### src/rtl/hi14a_tag_tx.sv
// hi14a_tag_tx: ISO14443A tag response transmitter with FDT timing, byte buffer and Manchester/fc-16 load modulation
module hi14a_tag_tx #(
  parameter int FDT_CYCLES = 1172
) (
  input  logic       ck_1356meg,
  input  logic       rst,
  input  logic       tx_start,
  input  logic       fdt_start,
  input  logic [7:0] tx_data,
  input  logic       tx_valid,
  input  logic       tx_last,
  output logic       tx_ready,
  output logic       mod_sig,
  output logic       busy,
  output logic       done,
  output logic       underrun
);
  typedef enum logic [2:0] {IDLE, ARMED, WAIT_FDT, SOF, DATA, PARITY, EOF} state_t;
  localparam logic [11:0] FDT_END = 12'(FDT_CYCLES - 1);
  localparam logic [11:0] FDT_RETRY = 12'(FDT_CYCLES - 128);
  state_t state_q, state_d;
  logic [11:0] fdt_q, fdt_d;
  logic [6:0] phase_q, phase_d;
  logic [2:0] bit_q, bit_d;
  logic [7:0] shift_q, shift_d, buf_q, buf_d;
  logic buf_v_q, buf_v_d, buf_last_q, buf_last_d, cur_last_q, cur_last_d;
  logic par_q, par_d, last_seen_q, last_seen_d;
  logic mod_q, mod_d, busy_q, busy_d, done_q, done_d, ur_q, ur_d;
  logic acc, bit_end, load, sym, half;
  assign tx_ready = !buf_v_q && !last_seen_q && state_q inside {ARMED, WAIT_FDT, SOF, DATA, PARITY};
  assign acc = tx_valid && tx_ready;
  assign bit_end = phase_q == 7'd127;
  always_comb begin
    state_d = state_q;
    fdt_d = fdt_q + 12'd1;
    bit_d = bit_q;
    shift_d = shift_q;
    cur_last_d = cur_last_q;
    par_d = par_q;
    load = 1'b0;
    done_d = 1'b0;
    ur_d = 1'b0;
    buf_v_d = buf_v_q | acc;
    buf_d = acc ? tx_data : buf_q;
    buf_last_d = acc ? tx_last : buf_last_q;
    last_seen_d = last_seen_q | (acc & tx_last);
    case (state_q)
      IDLE: if (tx_start) begin
        state_d = fdt_start ? WAIT_FDT : ARMED;
        fdt_d = '0;
      end
      ARMED: if (fdt_start) begin
        state_d = WAIT_FDT;
        fdt_d = '0;
      end
      WAIT_FDT: if (fdt_start) fdt_d = '0;
        else if (fdt_q == FDT_END) begin
          if (buf_v_q) begin
            state_d = SOF;
            load = 1'b1;
          end else fdt_d = FDT_RETRY;
        end
      SOF: if (bit_end) state_d = DATA;
      DATA: if (bit_end) begin
        bit_d = bit_q + 3'd1;
        shift_d = shift_q >> 1;
        if (bit_q == 3'd7) state_d = PARITY;
      end
      PARITY: if (bit_end) begin
        if (cur_last_q) state_d = EOF;
        else if (buf_v_q) begin
          state_d = DATA;
          load = 1'b1;
        end else begin
          state_d = EOF;
          ur_d = 1'b1;
        end
      end
      EOF: if (bit_end) begin
        state_d = IDLE;
        done_d = 1'b1;
        buf_v_d = 1'b0;
        last_seen_d = 1'b0;
      end
      default: state_d = IDLE;
    endcase
    if (load) begin
      shift_d = buf_q;
      par_d = ~^buf_q;
      cur_last_d = buf_last_q;
      buf_v_d = 1'b0;
    end
    phase_d = state_q inside {SOF, DATA, PARITY, EOF} ? phase_q + 7'd1 : 7'd0;
    // output is computed from next-cycle values so the registered mod_sig lines up with the state
    sym = state_d == SOF ? 1'b1 : state_d == PARITY ? par_d : shift_d[0];
    half = phase_d[6] ? !sym : sym;
    mod_d = state_d inside {SOF, DATA, PARITY} && half && !phase_d[3];
    busy_d = state_d != IDLE || done_d;
  end
  always_ff @(posedge ck_1356meg) begin
    if (rst) begin
      state_q <= IDLE;
      fdt_q <= '0;
      phase_q <= '0;
      bit_q <= '0;
      shift_q <= '0;
      buf_q <= '0;
      buf_v_q <= 1'b0;
      buf_last_q <= 1'b0;
      cur_last_q <= 1'b0;
      par_q <= 1'b0;
      last_seen_q <= 1'b0;
      mod_q <= 1'b0;
      busy_q <= 1'b0;
      done_q <= 1'b0;
      ur_q <= 1'b0;
    end else begin
      state_q <= state_d;
      fdt_q <= fdt_d;
      phase_q <= phase_d;
      bit_q <= bit_d;
      shift_q <= shift_d;
      buf_q <= buf_d;
      buf_v_q <= buf_v_d;
      buf_last_q <= buf_last_d;
      cur_last_q <= cur_last_d;
      par_q <= par_d;
      last_seen_q <= last_seen_d;
      mod_q <= mod_d;
      busy_q <= busy_d;
      done_q <= done_d;
      ur_q <= ur_d;
    end
  end
  assign mod_sig = mod_q;
  assign busy = busy_q;
  assign done = done_q;
  assign underrun = ur_q;
endmodule

### config.mk
export PLATFORM = sky130hd
export DESIGN_NAME = hi14a_tag_tx
export DESIGN_NICKNAME = d
export VERILOG_FILES = /design/src/rtl/hi14a_tag_tx.sv
export SDC_FILE = /design/constraint.sdc
export NUM_CORES = 1
export LEC_CHECK = 0
export BUFFER_PORTS_ARGS = -buffer_cell sky130_fd_sc_hd__buf_2
export CAP_MARGIN = 20
export CORE_MARGIN = 5
export CORE_UTILIZATION = 45
export DETAILED_ROUTE_END_ITERATION = 10
export PLACE_DENSITY_LB_ADDON = 0.08
export RECOVER_POWER = 50
export SLEW_MARGIN = 10
export SYNTH_ARGS = -nofsm -noshare
export SYNTH_HDL_FRONTEND = slang
export SYNTH_SLANG_ARGS = --single-unit
### constraint.sdc
create_clock -name ck_1356meg -period 2.95 [get_ports ck_1356meg]
set_clock_uncertainty 0.05 [all_clocks]
set_input_delay 0.4425 -clock ck_1356meg [delete_from_list [all_inputs] [get_ports ck_1356meg]]
set_output_delay 0.4425 -clock ck_1356meg [all_outputs]
set_load 0.02 [all_outputs]
==> metrics.md <==
| Metric | Value |
|---|---|
| Minimum clock period | `2.40 ns` |
| P_int | `981 uW` |
| Min-delay worst type | `input port to register` |
| Remaining antenna violation count after routing | `0` |
| Hold Startpoint | `tx_data[6]` |
| Mapped Area | `0.00236 sq mm` |
| CORE AREA | `0.00511 sq mm` |
| Drc violations | `0` |
| Largest family of logic cells by synthesized area | `simple AND/OR/NAND/NOR gates` |
| Crit path DAT | `2.55 ns` |
| Initial antenna violation count | `0` |
| DP Cell Count | `340` |
| Max Cap Viol | `0` |
| Static leakage power | `0.000980 uW` |
| Clock network fraction of total power | `36.0%` |
| Synthesized area per cell | `9.07 sq um` |
| Final TNS setup | `0 ns` |
| Vias in the first global route | `1621` |
| Post-Syn Nets | `278` |
| DRT iter0 DRCs | `95` |
| Most frequent cells in the layout | `dfxtp_1, nor2_1, mux2i_1` |
| Area of the die | `0.00679 sq mm` |
| Fmax | `0.417 GHz` |
| Pre-antenna DRT Iters | `4` |
| Post-DP HPWL | `3230 microns` |
| M2 GR Usage | `20.8%` |
| Worst Hold Depth | `3` |
| Number of flops mapped to enable cells by yosys | `0` |
| Final Slew Violations | `0` |
| Total gr overflow | `0` |
| Slew @ Worst Pin | `0.610 ns` |
| Commonest non-fill, non-tap cell in the layout | `dfxtp_1` |
| Non-filler cells, final | `348` |
| Met3 usage | `3.58%` |
| Cts hold-fix bufs | `0` |
| Pin count of the biggest net entering global routing | `34` |
| First-pass GRT wire length | `7790 microns` |
| R2R cell count | `7` |
| Setup violators final | `0` |
| Row cnt | `26` |
| Worst r2r dst | `mod_sig` |
| Worst hold endpoint | `buf_q[6]` |
| CTS Buf Count | `5` |
| RD Place Congestion | `0.788` |
| Clock transition at path regs | `0.09 ns` |
| Layout area overhead | `10.7%` |
| H-tree depth | `2` |
| Post-synthesis cell count | `260` |
| Mux cell area share after synthesis | `8.49%` |
| Post-route cell area | `0.00261 sq mm` |
| Clk sinks | `50` |
| RR Startpoint | `phase_q[0]` |
| Synthesized flop and latch total | `50` |
| PnR worst setup slack | `0.550 ns` |
| Port bufs | `18` |
| Total track usage | `15.0%` |
| Sw frac | `23.9%` |
| NetSw | `308 uW` |
| Final WL | `4550 microns` |
| Wire per inst | `13.1 microns` |
| Resize count post-CTS | `0` |
| Deepest clock path buffer count | `2` |
| Rel. slew slack | `59.4%` |
| Flop pwr share | `55.0%` |
| Ys flop type | `dfxtp_1` |
| Required time of the critical path | `3.10 ns` |
| Adder-Cell Fraction of Synth Area | `2.12%` |
| WS Path Type | `register to register` |
| Final antenna diode count | `0` |
| Number of setup buffers added after CTS | `0` |
| Outcome | `complete, no violations` |
| RSZ-0062 raised after global routing | `false` |
| Final Hold Fails | `0` |
| Post-synthesis sequential area ratio | `42.4%` |
| Via/cell ratio | `5.17` |
| Combinational power share | `9.0%` |
| Period utilization | `81.3%` |
| Dpl cell area | `0.00252 sq mm` |
| Top Ports | `19` |
| Latest clock arrival within the worst-skew pair | `0.30 ns` |
| Worst VDD drop | `0.000343 V` |
| CP endpoint kind | `register` |
| Async SR Flop Fraction | `0%` |
| Initial Util | `46.2%` |
| Post-Synth XOR/XNOR Area | `8.17%` |
| Layout cells sized above 1 | `11.9%` |
| Die width | `82.4 microns` |
| GRT busiest layer | `met1` |
| Placement Setup Slack | `0.535 ns` |
| DR vias | `1799` |
| Startpoint Class | `register` |
| Post-Synth Simple-Gate Area | `22.8%` |
| YS warnings | `0` |
| Complex-gate fraction of the synthesized area | `12.6%` |
| PwrDens | `494 mW/mm^2` |
| Met1 usage | `22.5%` |
| Nets | `295` |
| CTS tree | `yes` |
| Post-synthesis cell type count | `48` |
| CTS Root Cell | `clkbuf_8` |
| Reg2Reg Setup Slack | `0.55 ns` |
| Die Ht | `82.4 microns` |
| Worst Path Max Fanout | `10` |
power groups by stage:
stage	Clock [uW]	Combinational [uW]	Sequential (uW)
after global placement	0	118	725
after floorplan	0	93.6	718
after CTS	473	118	709
final	464	116	709
after global routing	506	129	712
after detailed placement	0	118	724
how the worst max path moves through the flow:
| stage | depth (start not counted) | slack, ns | start | to |
|---|---|---|---|---|
| floorplan | 7 | 0.75 | phase_q[0] | mod_sig |
| global placement | 7 | 0.58 | phase_q[0] | mod_sig |
| detailed placement | 7 | 0.54 | phase_q[0] | mod_sig |
| CTS | 7 | 0.51 | phase_q[0] | mod_sig |
| global route | 7 | 0.38 | phase_q[0] | mod_sig |
| finish | 7 | 0.55 | phase_q[0] | mod_sig |
kinds of logic (layout without fill, tap and decap cells):
family | after synthesis | in the layout
fa+ha+maj | 4 | 4
flops | 50 | 50
mux | 20 | 20
xor+xnor | 22 | 22
buf+inv | 18 | 36
compound gates | 40 | 40
simple gates | 106 | 106
cell type report:
cell class | count | area, sq um
Multi-Input combinational cell | 192 | 1280
Tap cell | 70 | 87.6
Sequential cell | 50 | 1000
Timing Repair Buffer | 22 | 111
Clock buffer | 8 | 110
Inverter | 6 | 22.5
Fill cell | 523 | 2500
per-stage QoR:
stage	utilization, %	hold slack (ns)	power (uW)
2_1_floorplan	-	0.376	812
3_3_place_gp	49.3	0.393	842
3_5_place_dp	49.3	0.395	842
4_1_cts	51.4	0.310	1300
5_1_grt	51.1	0.318	1350
6_report	51.1	0.315	1290
Yosys cell counts (2+ instances only):
library cell  number  share of area (%)
a21o_1             2               0.64
nor4_1             3               0.80
or3_1              2               0.53
xor2_1            10                3.7
buf_2              3               0.64
dfxtp_1           50                 42
nand2_1           11                1.8
a211oi_1           6                1.9
inv_1              6               0.95
nand4_1            3               0.80
xnor2_1           12                4.5
o21ai_0            6                1.3
and4_1             2               0.74
a21oi_1           10                2.1
a221o_1            2               0.85
o21bai_1           3               0.95
mux2i_1           20                8.5
nor2_1            48                7.6
nor4b_1            2               0.74
nor3_1             4               0.85
nand3_1           13                2.8
nand3b_1           2               0.64
clkbuf_1           8                1.3
ha_1               4                2.1
nor4bb_1           2               0.85
nand2b_1           4                1.1
metal layers:
metal	part of all wire (%)	routed length (microns)	vias up
met2	39	1800	27
met1	56	2530	819
li1	-	-	947
met5	0	0	-
met4	1.4	65	0
met3	3.5	161	6
worst max-delay path, cell delays in order (launching register included):
cell and delay [ns]:
dfxtp_1 0.38, ha_1 0.19, nand3_1 0.28, or4_4 0.53, a221o_1 0.39, a211oi_2 0.25, a211o_1 0.14, o211ai_2 0.08
sequential cells by signal, summed over array words and instances (netlist names):
signal and flops:
bit_q 3, buf_last_q 1, buf_q 8, buf_v_q 1, busy 1, cur_last_q 1
done 1, fdt_q 12, last_seen_q 1, mod_sig 1, par_q 1, phase_q 7
shift_q 8, state_q 3, underrun 1
No activity file was read; power rests on OpenSTA's default activity.
